File: src/rtl/cp0_regfile.sv
// cp0_regfile: MIPS CP0 register file and exception controller.
// Optional Count/Compare timer is built only when CP0_TIMER_EN is defined.
module cp0_regfile #(
    parameter logic [31:0] EXC_ENTRY = 32'hBFC0_0380
) (
    input  logic        clk,
    input  logic        reset,
    input  logic        wb_valid,
    input  logic        wb_excp,
    input  logic [4:0]  wb_excode,
    input  logic        wb_bd,
    input  logic [31:0] wb_pc,
    input  logic [31:0] wb_badvaddr,
    input  logic        wb_eret,
    input  logic        wb_mtc0,
    input  logic [7:0]  wb_addr,
    input  logic [31:0] wb_wdata,
    input  logic [7:0]  rd_addr,
    output logic [31:0] rd_data,
    input  logic [5:0]  ext_int_in,
    output logic        excp_flush,
    output logic [31:0] excp_pc,
    output logic        eret_flush,
    output logic [31:0] epc_out,
    output logic        has_int
);
    localparam logic [7:0] A_BADV   = 8'h40;
    localparam logic [7:0] A_COUNT  = 8'h48;
    localparam logic [7:0] A_CMP    = 8'h58;
    localparam logic [7:0] A_STATUS = 8'h60;
    localparam logic [7:0] A_CAUSE  = 8'h68;
    localparam logic [7:0] A_EPC    = 8'h70;

    logic [31:0] badvaddr, epc, count, compare, status_rd, cause_rd;
    logic [7:0]  im;
    logic        exl, ie, bd, ti;
    logic [5:0]  ip_hw;
    logic [1:0]  ip_sw;
    logic [4:0]  excode;
    logic        excp, eret, mtc0;

    assign excp       = wb_valid && wb_excp;
    assign eret       = wb_valid && wb_eret && !wb_excp;
    assign mtc0       = wb_valid && wb_mtc0 && !wb_excp;
    assign excp_flush = excp;
    assign eret_flush = eret;
    assign excp_pc    = EXC_ENTRY;
    assign epc_out    = epc;

    // Later statements win, giving exception > ERET > MTC0 > hardware.
    always_ff @(posedge clk) begin
        if (reset) begin
            badvaddr <= '0;
            epc      <= '0;
            im       <= '0;
            exl      <= 1'b0;
            ie       <= 1'b0;
            bd       <= 1'b0;
            ip_hw    <= '0;
            ip_sw    <= '0;
            excode   <= '0;
        end else begin
            ip_hw <= {ext_int_in[5] | ti, ext_int_in[4:0]};
            if (mtc0 && wb_addr == A_STATUS) begin
                im  <= wb_wdata[15:8];
                exl <= wb_wdata[1];
                ie  <= wb_wdata[0];
            end
            if (mtc0 && wb_addr == A_CAUSE) ip_sw <= wb_wdata[9:8];
            if (mtc0 && wb_addr == A_EPC) epc <= wb_wdata;
            if (eret) exl <= 1'b0;
            if (excp) begin
                if (!exl) begin
                    epc <= wb_bd ? wb_pc - 32'd4 : wb_pc;
                    bd  <= wb_bd;
                end
                exl    <= 1'b1;
                excode <= wb_excode;
                if (wb_excode == 5'h04 || wb_excode == 5'h05) badvaddr <= wb_badvaddr;
            end
        end
    end

`ifdef CP0_TIMER_EN
    logic tick;

    always_ff @(posedge clk) begin
        if (reset) begin
            tick    <= 1'b0;
            count   <= '0;
            compare <= '0;
            ti      <= 1'b0;
        end else begin
            tick  <= ~tick;
            count <= (mtc0 && wb_addr == A_COUNT) ? wb_wdata : count + {31'd0, tick};
            if (mtc0 && wb_addr == A_CMP) compare <= wb_wdata;
            ti    <= (mtc0 && wb_addr == A_CMP) ? 1'b0 : (ti | (count == compare));
        end
    end
`else
    assign count   = '0;
    assign compare = '0;
    assign ti      = 1'b0;
`endif

    assign status_rd = {9'd0, 1'b1, 6'd0, im, 6'd0, exl, ie};
    assign cause_rd  = {bd, ti, 14'd0, ip_hw, ip_sw, 1'b0, excode, 2'b00};
    assign rd_data   = rd_addr == A_BADV   ? badvaddr  :
                       rd_addr == A_COUNT  ? count     :
                       rd_addr == A_CMP    ? compare   :
                       rd_addr == A_STATUS ? status_rd :
                       rd_addr == A_CAUSE  ? cause_rd  :
                       rd_addr == A_EPC    ? epc       : 32'd0;
    assign has_int   = (|({ip_hw, ip_sw} & im)) && ie && !exl;
endmodule

File: config.mk
export PLATFORM = sky130hd
export DESIGN_NAME = cp0_regfile
export DESIGN_NICKNAME = d
export VERILOG_FILES = /design/src/rtl/cp0_regfile.sv
export SDC_FILE = /design/constraint.sdc
export NUM_CORES = 1
export LEC_CHECK = 0
export CAP_MARGIN = 5
export CORE_MARGIN = 10
export CORE_UTILIZATION = 43
export CTS_BUF_LIST = sky130_fd_sc_hd__clkbuf_8 sky130_fd_sc_hd__clkbuf_16
export DETAILED_ROUTE_END_ITERATION = 10
export HOLD_SLACK_MARGIN = 0.1
export PLACE_DENSITY = 0.85
export SYNTH_ARGS = -nofsm -noshare
export SYNTH_HDL_FRONTEND = slang
export SYNTH_SLANG_ARGS = --single-unit
File: constraint.sdc
create_clock -name clk -period 3.05 [get_ports clk]
set_input_delay 0.61 -clock clk [delete_from_list [all_inputs] [get_ports clk]]
set_output_delay 0.61 -clock clk [all_outputs]
set_load 0.02 [all_outputs]
==> impl_metrics.yaml <==
status:
  status: "finished clean"
sta:
  slew_viol_final: 0
  finalCriticalPeriod_ps: 3010
  setup_viol: 0
  worst_pin_slew_ps: 754
  clock_skew_ps: 3.69
  timing.final.crit_share_pct: 98.6
  hold_viol: 0
  fmax_mhz: 332
  slew-limit-headroom_pct: 49.6
  hold-worst-slack_ps: 456
  rsz0062_at_grt: "true"
critical_path:
  critPathBufInv: 3
  r2r_start: "exl$_SDFFE_PP0P_"
  critPathCaptureType: "primary output"
  cp_top_family: "buffers and inverters"
  crit_start: "rd_addr[1]"
  slowest_stage: "clkdlybuf4s50_1"
  timing.rr.end: "epc_out[31]$_SDFF_PP0_"
  required_ps: 2440
  rr_worst_depth: 4
  cp_num_cells: 7
  cp-start-kind: "input pin"
  cpPeakStageDelay_ps: 420
  crit_type: "in2out"
  critical_path.max_fanout: 8
  r2r_slack_ps: 1270
  crit_arrival_ps: 2400
  endpoint: "rd_data[9]"
  path_cells: "clkdlybuf4s50_1, or3_4, nor4b_4, bufbuf_16, a22oi_1, o21ai_1, buf_2"
synthesis:
  synth_area_leaders: "dfxtp_1 34%, nand2_1 8.9%, buf_4 4.8%, nor4_1 4.6%, a21oi_1 3.9%"
  synth_edf_count: 0
  syn_inst: 670
  synth.distinct_cells: 54
  avgSynthCellArea_um2: 7.64
  synth_top_area_cell: "dfxtp_1"
  syn_area_um2: 5120
  async_flop_share_pct: 0
  synth.top_cell.area_share_pct: 34.4
  ys_ff_latch: 88
  ys.flop_type: "dfxtp_1"
  ys_top_cells_by_count: "121 x nand2_1, 88 x dfxtp_1, 52 x clkbuf_1"
  yosysMostFrequentCell: "nand2_1"
  yosys_warnings: 0
  synth-seq-area-share_pct: 34.4
clock_tree:
  cts_root_buffer: "clkbuf_16"
  clk_path_buf_depth: 2
  cts.clk_slew.worst_paths_ps: 60
  insertion_delay_ps: 340
  cts.sinks: 88
  cts_max_level: 3
  cts_made_buffers: 9
  tritoncts: "yes"
place:
  place_congestion: 0.967
  io_buffers: 196
  dpl.hpwl_mm: 16.0
routing:
  wl_per_cell_um: 21.0
  viasPerCell: 5.74
  wirelength_mm: 21.3
  detailedRoute.firstPassIterationCount: 6
  drcViolationCount: 0
  vias: 5842
  first_iter_violations: 641
  ant_nets: 0
final_layout:
  insertedDiodeCount: 0
  final_layout_size_suffix_gt1_share_pct: 12.5
  fillCellCount: 1003
  layout-area-overhead-vs-synth_pct: 46.9
  nNetsFinal: 1002
grt:
  grt_pass1_vias: 5763
  grt_overflow: 0
  grt_start_max_net_pins: 38
  grt_first_pass_wirelength_mm: 32.1
  grt_usage_pct: 24.4
  antenna_found_initial: 2
power_and_ir_drop:
  power_leakage_nw: 2.81
  clkPwrFrac_pct: 36.2
  seqPwrFrac_pct: 44.0
  p_comb_share_pct: 19.8
  finalPower_mw: 2.80
  power.internal_mw: 2.04
  swShare_pct: 27.3
  peakVddDrop_v: 0.000250
  powerDensity_nw_per_um2: 373
  switchingPower_mw: 0.766
die:
  dieArea_um2: 16700
  std_cell_rows: 39
  floorplan.initialDensity_pct: 44.5
  die_h_um: 129
  ioPinCount: 229
  core_area_um2: 11500
  die_w_um: 129
worst_hold_path:
  min_path_type: "reg2reg"
job:
  cap_viol_max_count: 0
## state kept, by name, summed over array words and instances, names as in the netlist
signal	flops
ip_sw	2
ie	1
badvaddr	32
excode	5
ip_hw	6
im	8
exl	1
bd	1
epc_out	32
## repair_timing
action,4_1_cts,5_1_grt
setup buffers,3,0
gates cloned,2,0
hold buffers,0,0
pin swaps,2,1
endpoints found under the setup margin,32,28
gates resized for setup,141,5
## metrics by stage
stage	cells	utilization, %	TNS [ps]	area (µm²)	worst slack, ps
6_report	1017	65.3	0	7520	42.3
3_5_place_dp	999	63.8	-14460	7340	-520
4_1_cts	1018	65.5	0	7540	5.51
5_1_grt	1017	65.3	-61.0	7520	-46.1
3_3_place_gp	999	63.8	-11770	7340	-407
2_1_floorplan	700	-	0	5230	101
## worst min-delay path: stages (launching register included)
cell and delay, ps:
dfxtp_1 310, nand2_1 50, a21oi_1 50
## placed cells by master, fill, tap and decap left out, types with 9 or more instances in the layout
cell / n
a211oi_1: 19
a21oi_1: 40
a22o_1: 16
a22oi_1: 21
a311oi_1: 21
buf_2: 30
buf_4: 52
clkbuf_16: 9
clkdlybuf4s50_1: 161
conb_1: 32
dfxtp_1: 88
inv_1: 30
mux2i_1: 11
nand2_1: 121
nor2_1: 31
nor3_1: 14
nor4_1: 37
o21ai_0: 14
o31a_1: 12
or3_1: 10
or4_1: 9
## layout make-up
cell class	instances	area [µm²]	share of cell area (%)
tap	143	179	2.38
inverter	30	113	1.50
clock buffer	10	239	3.18
multi-input combinational	492	2930	38.9
timing repair buffer	250	2280	30.3
clock inverter	4	22.5	0.299
sequential	88	1760	23.4
## kinds of logic (layout without fill, tap and decap cells)
group           after synthesis  count (layout)  share of synthesized area [%]
simple gates                272             272                           27.0
other cells                   2              32                          0.147
xor+xnor                      8               8                           1.37
fa+ha+maj                     1               1                          0.244
buf+inv                     120             294                           11.3
compound gates              168             168                           23.4
flops                        88              88                           34.4
mux                          11              11                           2.15
## worst min path at each step
stage	endpoint	cells past startpoint	from
final	excode[1]$_SDFFE_PP0P_	2	excode[1]$_SDFFE_PP0P_
after global placement	excode[1]$_SDFFE_PP0P_	2	excode[1]$_SDFFE_PP0P_
after detailed placement	badvaddr[6]$_SDFFE_PP0P_	2	badvaddr[6]$_SDFFE_PP0P_
after CTS	badvaddr[6]$_SDFFE_PP0P_	2	badvaddr[6]$_SDFFE_PP0P_
after floorplan	excode[4]$_SDFFE_PP0P_	2	excode[4]$_SDFFE_PP0P_
after global routing	badvaddr[21]$_SDFFE_PP0P_	2	badvaddr[21]$_SDFFE_PP0P_
## metal layers
layer / up-vias / track usage [%] / part of all wire (%)
li1: 2789 / - / -
met1: 2735 / 29.2 / 40
met2: 281 / 41.4 / 49
met3: 35 / 6.08 / 9.0
met4: 2 / 9.03 / 2.3
met5: - / 0 / 0.061
## power groups by stage
stage	Sequential (mW)	Clock, mW	Combinational [mW]
finish	1.23	1.01	0.554
detailed placement	1.26	0	0.544
global placement	1.26	0	0.538
CTS	1.23	1.03	0.550
global route	1.24	1.07	0.594
floorplan	1.28	0	0.221
Note: power is estimated with default switching activity, not from simulation.
